==> config.mk <==
export PLATFORM = sky130hd
export DESIGN_NAME = ifetch
export DESIGN_NICKNAME = d
export VERILOG_FILES = /design/src/rtl/ifetch.sv
export SDC_FILE = /design/constraint.sdc
export NUM_CORES = 1
export LEC_CHECK = 0
export ABC_AREA = 1
export CORE_ASPECT_RATIO = 1.75
export CORE_UTILIZATION = 51
export DETAILED_ROUTE_END_ITERATION = 10
export PLACE_DENSITY = 0.87
export SLEW_MARGIN = 20
export SYNTH_ARGS = -nofsm -noshare
export SYNTH_HDL_FRONTEND = slang
export SYNTH_SLANG_ARGS = --single-unit
export TNS_END_PERCENT = 10
==> constraint.sdc <==
create_clock -name clk -period 8 [get_ports clk]
set_clock_uncertainty 0.15 [all_clocks]
set_input_delay 1.2 -clock clk [delete_from_list [all_inputs] [get_ports clk]]
set_output_delay 1.2 -clock clk [all_outputs]
set_load 0.01 [all_outputs]
==> src/rtl/ifetch.sv <==
// Instruction fetch stage: PC register, IF/ID pipeline register and delivered-instruction counter.
// Optional halt detection on CBZ XZR,#0 is compiled in with IFETCH_HALT_DETECT_EN.
module ifetch #(
    parameter int N = 64
) (
    input  logic         clk,
    input  logic         reset,
    input  logic         stall_F,
    input  logic         flush_D,
    input  logic         PCSrc,
    input  logic [N-1:0] PCBranch,
    output logic [5:0]   imem_addr,
    input  logic [31:0]  imem_q,
    output logic [31:0]  instr_D,
    output logic [N-1:0] pc_D,
    output logic         valid_D,
    output logic [31:0]  fetch_cnt,
    output logic         halted
);

    localparam logic [31:0] HALT_WORD = 32'hB400001F;
    localparam logic [N-1:0] ALIGN_MASK = ~{{(N-2){1'b0}}, 2'b11};

    logic [N-1:0] pc_q, pc_d;
    logic [31:0]  instr_q, instr_d;
    logic [N-1:0] pcd_q, pcd_d;
    logic         valid_q, valid_d;
    logic [31:0]  cnt_q, cnt_d;
    logic         halted_q, halted_d;
    logic         halt_hit;

    // A halt is only recognised when the word is genuinely captured into IF/ID
    // and no redirect is competing for the same edge.
`ifdef IFETCH_HALT_DETECT_EN
    assign halt_hit = (imem_q == HALT_WORD) && !flush_D && !stall_F && !PCSrc && !halted_q;
`else
    assign halt_hit = 1'b0;
`endif

    always_comb begin
        pc_d     = pc_q;
        instr_d  = instr_q;
        pcd_d    = pcd_q;
        valid_d  = valid_q;
        cnt_d    = cnt_q;
        halted_d = halted_q | halt_hit;

        // Redirect outranks stall so a taken branch is never dropped.
        if (halted_q) begin
            pc_d = pc_q;
        end else if (PCSrc) begin
            pc_d = PCBranch & ALIGN_MASK;
        end else if (stall_F || halt_hit) begin
            pc_d = pc_q;
        end else begin
            pc_d = pc_q + N'(4);
        end

        if (flush_D) begin
            instr_d = 32'd0;
            pcd_d   = '0;
            valid_d = 1'b0;
        end else if (halted_q) begin
            valid_d = 1'b0;
        end else if (!stall_F) begin
            instr_d = imem_q;
            pcd_d   = pc_q;
            valid_d = 1'b1;
            cnt_d   = cnt_q + 32'd1;
        end
    end

    always_ff @(posedge clk or posedge reset) begin
        if (reset) begin
            pc_q     <= '0;
            instr_q  <= 32'd0;
            pcd_q    <= '0;
            valid_q  <= 1'b0;
            cnt_q    <= 32'd0;
            halted_q <= 1'b0;
        end else begin
            pc_q     <= pc_d;
            instr_q  <= instr_d;
            pcd_q    <= pcd_d;
            valid_q  <= valid_d;
            cnt_q    <= cnt_d;
            halted_q <= halted_d;
        end
    end

    assign imem_addr = reset ? 6'd0 : pc_q[7:2];
    assign instr_D   = instr_q;
    assign pc_D      = pcd_q;
    assign valid_D   = valid_q;
    assign fetch_cnt = cnt_q;
    assign halted    = halted_q;

endmodule

==> results.md, run 1 <==
- Path class of the lowest-slack min-delay path: flop to flop
- Worst r2r src: pc_q[2]
- CTS root buffer: sky130_fd_sc_hd__clkbuf_16
- Post-CTS Setup Inserts: 0
- Critical Path End Type: flop
- Setup repair after global routing missed its margin: no
- Clock edge transition at the registers on the reported setup and hold paths: 0.07 ns
- Clock latency at the later pin of the worst-skew pair: 0.45 ns
- Part of the Yosys area used for sequential elements: 46.4%
- DIE HEIGHT: 190 µm
- Die outline width: 109 µm
- Minimum setup slack in the final design: 3.86 ns
- Post-placement worst setup slack: 3.35 ns
- Slowest stage cell on the critical path: sky130_fd_sc_hd__inv_2
- Netlist area before placement: 0.0102 mm²
- Syn_area_per_cell: 7.35 µm²
- Crit Path Category: input port to flop
- Footprint of the multi-input gates: 0.00471 mm²
- CTS tree: yes
- CP bufs+invs: 4
- Routability congestion estimate: 0.987
- Largest delay share family, worst path: buffers and inverters
- FILL cells: 1686
- Number of cell instances on the worst register-to-register path: 7
- Pre-antenna DRT Iters: 5
- Vias: 10168
- Chain of cells forming the critical path: clkdlybuf4s50_1 > inv_2 > buf_4 > nand2_4 > inv_2 > nand4_2 > nor2_2 > nand3_1 > xnor2_1
- DRC violations left: 0
- Remaining Overflow, GRT: 0
- Count of synthesis-stage warnings from yosys: 0
- Endpoint of the worst setup timing path: fetch_cnt[31]
- Post-DR wirelength/cell: 18.9 µm
- Final max-slew violation count: 0
- Post-route fraction of the period consumed by the critical path: 51.7%
- Antenna violations before repair: 0
- Commonest non-fill, non-tap cell in the layout: sky130_fd_sc_hd__nand2_1
- Worst Max-Slew Pin Slew: 0.853 ns
- Areal power density over the cells: 178 mW/mm²
- Count of inserted antenna diode cells: 0
- Deepest clock path buffer count: 2
- Largest voltage drop on the vdd net: 167 µV
- Layout cells sized above 1: 5.46%
- Starting utilization of the core area: 51.9%
- Critical path fanouts, max: 68
- Endpoints failing setup: 0
- Leakage power: 0.00612 µW
- Reg area: 0.00475 mm²
- Worst reg2reg endpoint: pc_q[60]
- Most area-consuming cells after synthesis: sky130_fd_sc_hd__dfrtp_1, sky130_fd_sc_hd__nand2_1, sky130_fd_sc_hd__nand3_1
- PostCTS Resize Cnt: 0
- Cell type with the largest total area after synthesis: sky130_fd_sc_hd__dfrtp_1
- Total Nets Final: 1703
- Count of hold-fix buffers inserted at cts: 0
- Core Area: 0.0197 mm²
- Via density per instance: 5.48
- Maxcap violations: 0
- Largest incremental delay on the critical path: 0.76 ns
- Number of I/O pins: 237
- Post-DRT Antenna Nets: 0
- Post-layout min period: 4.14 ns
- Full die area: 0.0207 mm²
- Critical Path Start: flush_D
- Number of storage elements in the synthesis netlist: 190
- Row Count: 68
- Endpoints failing hold: 0
- WP depth: 9
- Maximum clock rate: 242 MHz
- Data arrival time at the worst-slack endpoint: 4.32 ns
- Largest net degree at the start of global routing: 113
- Number of nets in the synthesized netlist: 1498
- Leading cell types in the layout, fill and taps excluded: sky130_fd_sc_hd__nand2_1, sky130_fd_sc_hd__clkdlybuf4s50_1, sky130_fd_sc_hd__dfrtp_1
- Number of instances in the synthesized netlist: 1395
- Layout-stage area growth over the synthesis result: 29.5%
- Half-perimeter wire length of the detailed placement result: 26100 µm
- Clock sink count: 190
- Result of the run: completed
- H-tree depth: 4
- Share of the synthesized area in the top cell type: 46.4%
- Slew HR: 43.0%
- Count of buffers inserted at the top-level ports: 233
- Number of DRC markers in iteration 0: 661
- Fin Setup TNS: 0 ns
- Number of global-route vias before repair: 10190
- R2R setup slack: 5.63 ns
- Library cell appearing most often on the critical path: sky130_fd_sc_hd__inv_2
- Total Routing Usage GR: 35.3%
- Data required time of the worst path: 8.19 ns
- Global-route wire length before repair: 54300 µm
- Setup crit start kind: input port
- Total CTS buffers: 17
- Final WL: 35100 µm
- Post-synthesis cell type count: 32
per-stage QoR:
stage	utilization [%]	instance area [µm²]	hold WS, ns	total power [µW]	cells
after floorplan	-	10200	0.357	1320	1395
after global placement	64.4	12700	0.314	1530	1826
after detailed placement	64.4	12700	0.315	1550	1826
after CTS	67.2	13300	0.329	2370	1857
after global routing	67.2	13300	0.334	2450	1857
final	67.2	13300	0.329	2370	1857
cell type report:
class / count / area share [%]
clock buffer: 23 / 3.60
clock inverter: 8 / 0.613
tap: 245 / 2.31
sequential: 190 / 35.8
inverter: 151 / 4.33
multi-input combinational: 1001 / 35.5
timing repair buffer: 239 / 17.9
state kept, by name, summed over array words and instances (netlist names):
signal     cells
valid_D        1
instr_D       32
pc_q          62
pc_D          63
fetch_cnt     32
kinds of logic (layout without fill, tap and decap cells):
logic type	after synthesis	after routing	share of synthesized area, %
XOR/XNOR	37	37	3.16
other	1	1	0.0366
AO/OA/AOI/OAI	147	147	7.93
flip-flops	190	190	46.4
adder cells (fa/ha/maj)	2	2	0.244
buffers and inverters	204	421	7.73
AND/OR/NAND/NOR	814	814	34.5
how the worst min path moves through the flow:
stage                   from            end  depth (start not counted)
5_1_grt        fetch_cnt[31]  fetch_cnt[31]                          1
6_report       fetch_cnt[31]  fetch_cnt[31]                          1
3_3_place_gp         valid_D        valid_D                          2
4_1_cts        fetch_cnt[31]  fetch_cnt[31]                          1
3_5_place_dp         valid_D        valid_D                          2
2_1_floorplan  fetch_cnt[31]  fetch_cnt[31]                          1
report_power, final:
group | switching, µW | total, µW | internal, µW
Sequential | 80.5 | 1120 | 1040
Clock | 380 | 835 | 454
Combinational | 223 | 413 | 190
synth_stat cells:
master,n
sky130_fd_sc_hd__and3_1,1
sky130_fd_sc_hd__buf_1,1
sky130_fd_sc_hd__buf_2,6
sky130_fd_sc_hd__buf_4,3
sky130_fd_sc_hd__buf_6,1
sky130_fd_sc_hd__clkbuf_1,42
sky130_fd_sc_hd__clkinv_1,2
sky130_fd_sc_hd__conb_1,1
sky130_fd_sc_hd__dfrtp_1,190
sky130_fd_sc_hd__ha_1,2
sky130_fd_sc_hd__inv_1,144
sky130_fd_sc_hd__inv_2,5
sky130_fd_sc_hd__nand2_1,423
sky130_fd_sc_hd__nand2_2,16
sky130_fd_sc_hd__nand2_4,4
sky130_fd_sc_hd__nand3_1,189
sky130_fd_sc_hd__nand3b_1,1
sky130_fd_sc_hd__nand4_1,12
sky130_fd_sc_hd__nand4_2,1
sky130_fd_sc_hd__nor2_1,131
sky130_fd_sc_hd__nor2_2,15
sky130_fd_sc_hd__nor2_4,5
sky130_fd_sc_hd__nor2_8,2
sky130_fd_sc_hd__nor3_1,13
sky130_fd_sc_hd__nor3_2,1
sky130_fd_sc_hd__o211ai_1,13
sky130_fd_sc_hd__o21ai_0,105
sky130_fd_sc_hd__o21ai_1,14
sky130_fd_sc_hd__o21bai_1,9
sky130_fd_sc_hd__o221ai_1,6
sky130_fd_sc_hd__xnor2_1,11
sky130_fd_sc_hd__xor2_1,26
routing by layer:
layer / routed length, µm / share of wire, % / GRT usage (%)
met4: 2460 / 7.0 / 24.2
met2: 18800 / 54 / 63.8
met5: 0 / 0 / 0
met1: 12100 / 34 / 36.1
met3: 1720 / 4.9 / 6.03
No activity file was read; power rests on OpenSTA's default activity.
==> inputs of run 2 (changes only) <==
==> constraint.sdc (replaced) <==
create_clock -name clk -period 4.2 [get_ports clk]
set_clock_uncertainty 0.15 [all_clocks]
set_input_delay 0.63 -clock clk [delete_from_list [all_inputs] [get_ports clk]]
set_output_delay 0.63 -clock clk [all_outputs]
set_load 0.01 [all_outputs]
==> run 2 against run 1 <==
  * Worst hold slack better by 0.0015 ns
  * Critical path depth down 6
  * Clock-buffer cell count down 5
  * Combinational power up 94%
  * Utilization up 0.41 points
  * First-iteration DRC count up 4.1%
  * Power up 92%
  * Critical endpoint is now imem_addr[0]
  * Largest cell class unchanged
==> results.md, run 2 (synthesized netlist as in run 1, its figures left out) <==
- Clock edge transition at the registers on the reported setup and hold paths: 0.07 ns (about the same)
- Final WL: 35900 µm (+2.2%)
- Crit Path Category: input port to output pin
- Full die area: 0.0207 mm² (unchanged)
- Count of hold-fix buffers inserted at cts: 0 (unchanged)
- Leakage power: 0.00615 µW (+0.54%)
- Maxcap violations: 0 (unchanged)
- Largest net degree at the start of global routing: 97 (-14%)
- CTS tree: yes
- Endpoints failing setup: 0 (unchanged)
- Setup repair after global routing missed its margin: no
- Count of inserted antenna diode cells: 0 (unchanged)
- R2R setup slack: 1.90 ns (-3.73 ns)
- Number of I/O pins: 237 (unchanged)
- Critical Path End Type: output pin
- Count of buffers inserted at the top-level ports: 233 (unchanged)
- Total CTS buffers: 17 (unchanged)
- Data arrival time at the worst-slack endpoint: 1.91 ns (-2.41 ns)
- Reg area: 0.00475 mm² (unchanged)
- Critical path fanouts, max: 7 (-90%)
- Final max-slew violation count: 0 (unchanged)
- Antenna violations before repair: 0 (unchanged)
- Post-DR wirelength/cell: 19.3 µm (+1.9%)
- Max FFs per register: 63 (unchanged)
- Post-CTS Setup Inserts: 0 (unchanged)
- Starting utilization of the core area: 51.9% (unchanged)
- DRC violations left: 0 (unchanged)
- Slew HR: 31.3% (-12 points)
- Layout cells sized above 1: 6.00% (+0.54 points)
- PostCTS Resize Cnt: 0 (unchanged)
- Worst reg2reg endpoint: pc_q[60]
- Areal power density over the cells: 341 mW/mm² (+91%)
- Worst r2r src: pc_q[16]
- DIE HEIGHT: 190 µm (unchanged)
- Post-route fraction of the period consumed by the critical path: 64.0%
- Path class of the lowest-slack min-delay path: flop to flop
- Number of DRC markers in iteration 0: 688 (+4.1%)
- Half-perimeter wire length of the detailed placement result: 27100 µm (+3.8%)
- Pre-antenna DRT Iters: 5 (unchanged)
- Row Count: 68 (unchanged)
- Result of the run: completed
- Total Routing Usage GR: 36.3% (+0.93 points)
- Number of global-route vias before repair: 10320 (+1.3%)
- Largest voltage drop on the vdd net: 280 µV (+67%)
- Final design instance area without fill: 0.0134 mm² (+0.61%)
- Endpoints failing hold: 0 (unchanged)
- Endpoint of the worst setup timing path: imem_addr[0]
- Critical Path Start: reset
- Total Power Consumption: 4550 µW (+92%)
- Maximum clock rate: 372 MHz
- Routability congestion estimate: 1.05 (+5.9%)
- Clock latency at the later pin of the worst-skew pair: 0.45 ns (about the same)
- Vias: 10229 (+0.60%)
- Data required time of the worst path: 3.42 ns (-4.77 ns)
- Clock sink count: 190 (unchanged)
- Number of cell instances on the worst register-to-register path: 8 (+1)
- Commonest non-fill, non-tap cell in the layout: sky130_fd_sc_hd__nand2_1
- Worst Max-Slew Pin Slew: 1.03 ns (+0.177 ns)
- Post-DRT Antenna Nets: 0 (unchanged)
- Footprint of the multi-input gates: 0.00471 mm² (unchanged)
- Layout-stage area growth over the synthesis result: 30.3%
- H-tree depth: 4 (unchanged)
- Post-layout min period: 2.69 ns
- Setup crit start kind: input port
- Minimum setup slack in the final design: 1.51 ns (-2.35 ns)
- Total Nets Final: 1708 (+0.29%)
- CTS root buffer: sky130_fd_sc_hd__clkbuf_16
- Core Area: 0.0197 mm² (unchanged)
- Via density per instance: 5.49 (+0.28%)
- Leading cell types in the layout, fill and taps excluded: sky130_fd_sc_hd__nand2_1, sky130_fd_sc_hd__clkdlybuf4s50_1, sky130_fd_sc_hd__dfrtp_1
- Utilization after layout: 67.7% (+0.41 points)
- Remaining Overflow, GRT: 0 (unchanged)
- Deepest clock path buffer count: 2 (unchanged)
- Post-placement worst setup slack: 1.37 ns (-1.97 ns)
- Instance area after placement: 0.0128 mm² (+0.58%)
- FILL cells: 1688 (+0.12%)
- Fin Setup TNS: 0 ns (unchanged)
- Die outline width: 109 µm (unchanged)
- Global-route wire length before repair: 55200 µm (+1.6%)
-- run 2: cell types whose count changed in the layout (fill, tap and decap cells not counted) --
cell / previous run / this run
sky130_fd_sc_hd__clkinvlp_4: 1 / 4
sky130_fd_sc_hd__clkbuf_8: 3 / 1
sky130_fd_sc_hd__buf_12: 0 / 3
sky130_fd_sc_hd__inv_6: 1 / 2
sky130_fd_sc_hd__buf_4: 6 / 9
sky130_fd_sc_hd__clkbuf_1: 3 / 0
sky130_fd_sc_hd__clkinv_4: 1 / 3
sky130_fd_sc_hd__buf_6: 1 / 0
-- run 2: per-stage QoR --
step	instances	hold WS [ns]
floorplan	1395	0.357
global placement	1831	0.310
detailed placement	1831	0.316
CTS	1863	0.326
global route	1863	0.364
finish	1863	0.331
-- run 2: critical path, stage by stage --
cell and delay (ns):
sky130_fd_sc_hd__clkdlybuf4s50_1 0.57, sky130_fd_sc_hd__nor2_1 0.17, sky130_fd_sc_hd__clkdlybuf4s50_1 0.54
-- run 2: how the worst min path moves through the flow --
stage	slack [ns]	end	from	depth (start not counted)
3_5_place_dp	0.32	fetch_cnt[31]	fetch_cnt[31]	1
3_3_place_gp	0.31	fetch_cnt[31]	fetch_cnt[31]	1
2_1_floorplan	0.36	fetch_cnt[31]	fetch_cnt[31]	1
5_1_grt	0.36	fetch_cnt[31]	fetch_cnt[31]	1
6_report	0.33	fetch_cnt[31]	fetch_cnt[31]	1
4_1_cts	0.33	fetch_cnt[31]	fetch_cnt[31]	1
-- run 2: area by class of cell --
| type | count | share of cell area [%] |
|---|---|---|
| Sequential cell | 190 | 35.6 |
| Tap cell | 245 | 2.30 |
| Clock buffer | 18 | 3.29 |
| Timing Repair Buffer | 244 | 18.3 |
| Inverter | 151 | 4.27 |
| Clock inverter | 14 | 1.00 |
| Multi-Input combinational cell | 1001 | 35.2 |
-- run 2: routing by layer --
metal | vias up | part of all wire (%) | GRT usage, % | routed length, µm
li1 | 4865 | - | - | -
met5 | - | 0 | 0 | 0
met1 | 4842 | 34 | 36.4 | 12200
met3 | 137 | 4.5 | 6.03 | 1600
met4 | 0 | 8.5 | 29.1 | 3050
met2 | 385 | 53 | 64.2 | 19000
-- run 2: where the power goes --
group / switching [µW] / leakage [µW] / total (µW) / internal, µW
Sequential: 154 / 0.00245 / 2130 / 1980
Combinational: 432 / 0.00343 / 802 / 369
Clock: 779 / 0.000277 / 1620 / 844
Total: 1360 / 0.00615 / 4550 / 3190
==> inputs of run 3 (changes only) <==
--- a/config.mk
+++ b/config.mk
@@ -7,9 +7,9 @@
 export LEC_CHECK = 0
 export ABC_AREA = 1
 export CORE_ASPECT_RATIO = 1.75
-export CORE_UTILIZATION = 51
+export CORE_UTILIZATION = 46
 export DETAILED_ROUTE_END_ITERATION = 10
-export PLACE_DENSITY = 0.87
+export PLACE_DENSITY = 0.83
 export SLEW_MARGIN = 20
 export SYNTH_ARGS = -nofsm -noshare
 export SYNTH_HDL_FRONTEND = slang
==> constraint.sdc (replaced) <==
create_clock -name clk -period 2.2 [get_ports clk]
set_clock_uncertainty 0.15 [all_clocks]
set_input_delay 0.33 -clock clk [delete_from_list [all_inputs] [get_ports clk]]
set_output_delay 0.33 -clock clk [all_outputs]
set_load 0.01 [all_outputs]
==> run 3 against run 2 <==
  * Worst hold slack got worse by 0.22 ns
  * Design area grew 1.9%
  * Critical path depth unchanged
  * Sequential cell count is the same
  * Worst setup slack got worse by 1.4 ns
  * Die area increased by 11%
  * Critical path type is now flop to output pin
==> results.md, run 3 (synthesized netlist as in run 1, its figures left out) <==
- Data required time of the worst path: 1.72 ns (-1.70 ns)
- Clock edge transition at the registers on the reported setup and hold paths: 0.07 ns (about the same)
- Row Count: 71 (+4.4%)
- Total Power Consumption: 8710 µW (+91%)
- Deepest clock path buffer count: 2 (unchanged)
- Setup repair after global routing missed its margin: no
- DRC violations left: 0 (unchanged)
- Data arrival time at the worst-slack endpoint: 1.63 ns (-0.28 ns)
- Count of buffers inserted at the top-level ports: 233 (unchanged)
- Antenna violations before repair: 0 (unchanged)
- Path class of the lowest-slack min-delay path: input port to flop
- Post-DR wirelength/cell: 17.8 µm (-7.3%)
- Maximum clock rate: 473 MHz
- WHS Path Cells: 3 (+2)
- Post-CTS Setup Inserts: 0 (unchanged)
- Total CTS buffers: 17 (unchanged)
- Clock sink count: 190 (unchanged)
- Number of global-route vias before repair: 10139 (-1.8%)
- Core Area: 0.0217 mm² (+9.8%)
- Utilization after layout: 62.8% (-4.9 points)
- Chain of cells forming the critical path: inv_2 > nor2_1 > clkdlybuf4s50_1
- Largest incremental delay on the critical path: 0.54 ns (-0.03 ns)
- Critical path fanouts, max: 5 (-2)
- Result of the run: completed
- Number of I/O pins: 237 (unchanged)
- Vias: 10138 (-0.89%)
- Finished Layout Cells: 1929 (+3.5%)
- Hold path start: PCSrc
- Slowest stage cell on the critical path: sky130_fd_sc_hd__clkdlybuf4s50_1
- Final max-slew violation count: 0 (unchanged)
- Pre-antenna DRT Iters: 6 (+1)
- Number of DRC markers in iteration 0: 715 (+3.9%)
- Setup crit start kind: flop
- CTS tree: yes
- Final WL: 34400 µm (-4.0%)
- Largest net degree at the start of global routing: 97 (unchanged)
- Total Routing Usage GR: 31.2% (-5.1 points)
- Clock latency at the later pin of the worst-skew pair: 0.45 ns (about the same)
- Leading cell types in the layout, fill and taps excluded: sky130_fd_sc_hd__nand2_1, sky130_fd_sc_hd__clkdlybuf4s50_1, sky130_fd_sc_hd__nand3_1, sky130_fd_sc_hd__dfrtp_1, sky130_fd_sc_hd__inv_1
- Die outline width: 115 µm (+5.2%)
- CTS root buffer: sky130_fd_sc_hd__clkbuf_16
- Post-route fraction of the period consumed by the critical path: 96.0%
- Post-layout min period: 2.11 ns
- Worst Hold Path EP: pc_q[12]
- Global-route wire length before repair: 53200 µm (-3.7%)
- Maxcap violations: 0 (unchanged)
- Leakage power: 0.00630 µW (+2.4%)
- Count of inserted antenna diode cells: 0 (unchanged)
- Remaining Overflow, GRT: 0 (unchanged)
- Full die area: 0.0229 mm² (+11%)
- Dpl cells: 1898 (+3.7%)
- Slew HR: 30.6% (-0.63 points)
- Via density per instance: 5.26 (-4.3%)
- Post-DRT Antenna Nets: 0 (unchanged)
- Largest voltage drop on the vdd net: 443 µV (+58%)
- Worst Max-Slew Pin Slew: 1.04 ns (+0.00951 ns)
- Endpoints failing setup: 0 (unchanged)
- Areal power density over the cells: 640 mW/mm² (+88%)
- Critical Path End Type: output pin
- Worst r2r src: pc_q[38]
- Worst reg2reg endpoint: pc_q[55]
- Layout cells sized above 1: 7.09% (+1.1 points)
- DIE HEIGHT: 199 µm (+5.2%)
- Commonest non-fill, non-tap cell in the layout: sky130_fd_sc_hd__nand2_1
- Endpoints failing hold: 0 (unchanged)
- Total Nets Final: 1728 (+1.2%)
- Max FFs per register: 63 (unchanged)
- Layout-stage area growth over the synthesis result: 32.8%
- R2R setup slack: 0.18 ns (-1.72 ns)
- Number of cell instances on the worst register-to-register path: 9 (+1)
- Starting utilization of the core area: 47.3% (-4.6 points)
- Crit Path Category: flop to output pin
- H-tree depth: 4 (unchanged)
- Routability congestion estimate: 1.08 (+3.2%)
- Half-perimeter wire length of the detailed placement result: 26400 µm (-2.7%)
==> run 3: cell types whose count changed in the layout (fill, tap and decap cells not counted) <==
cell,delta
sky130_fd_sc_hd__buf_12,+3
sky130_fd_sc_hd__buf_4,+17
sky130_fd_sc_hd__clkbuf_1,+1
sky130_fd_sc_hd__clkbuf_8,+4
sky130_fd_sc_hd__clkdlybuf4s50_1,-2
sky130_fd_sc_hd__clkinv_2,-1
sky130_fd_sc_hd__clkinv_4,-3
sky130_fd_sc_hd__dfrtp_1,-1
sky130_fd_sc_hd__dfrtp_2,+1
sky130_fd_sc_hd__dlymetal6s2s_1,+2
sky130_fd_sc_hd__inv_8,-2
==> run 3: cell type report <==
class                   count  area, µm²
repair buffers            264       2640
multi-input cells        1001       4710
inverters                 151        571
clock inverters             8       80.1
flip-flops and latches    190       4760
well taps                 292        365
fillers                  1985       8060
clock buffers              23        498
==> run 3: what timing repair did <==
action,4_1_cts,5_1_grt
gates resized for setup,1,2
endpoints found under the setup margin,1,2
hold buffers,0,0
==> run 3: worst max-delay path by stage <==
stage	startpoint	endpoint	slack, ns	depth (start not counted)
after global placement	flush_D	fetch_cnt[30]	0.01	11
after detailed placement	flush_D	fetch_cnt[30]	-0.04	11
after CTS	pc_q[4]	imem_addr[2]	0.05	3
after floorplan	reset	fetch_cnt[0]	-0.73	1
after global routing	pc_q[5]	imem_addr[3]	0.004	3
final	pc_q[5]	imem_addr[3]	0.09	3
==> run 3: per-stage QoR <==
stage	setup WS [ns]	hold WS, ns	setup TNS, ns	cell area (µm²)
2_1_floorplan	-0.728	0.290	-138.41	10300
3_3_place_gp	0.0117	0.315	0	13000
3_5_place_dp	-0.0371	0.317	-0.0371	13000
4_1_cts	0.0509	0.0823	0	13600
5_1_grt	0.00359	0.119	0	13600
6_report	0.0871	0.107	0	13600
==> run 3: layer usage <==
metal	wire, µm	part of all wire (%)	GRT usage [%]	vias to the layer above
met5	0	0	0	-
li1	-	-	-	4902
met2	18600	54	57.3	350
met3	1230	3.6	3.61	104
met4	2350	6.8	21.9	0
met1	12200	36	32.4	4782
==> run 3: power breakdown <==
group | leakage (µW) | switching (µW) | internal, µW
combinational | 0.00358 | 825 | 722
sequential | 0.00245 | 291 | 3770
clock | 0.000278 | 1390 | 1710
==> run 3: critical path: cells and delay by family (launching register included) <==
family,cells,cell delay (ns)
buffers and inverters,2,0.64
DFF,1,0.46
and+or+nand+nor,1,0.10
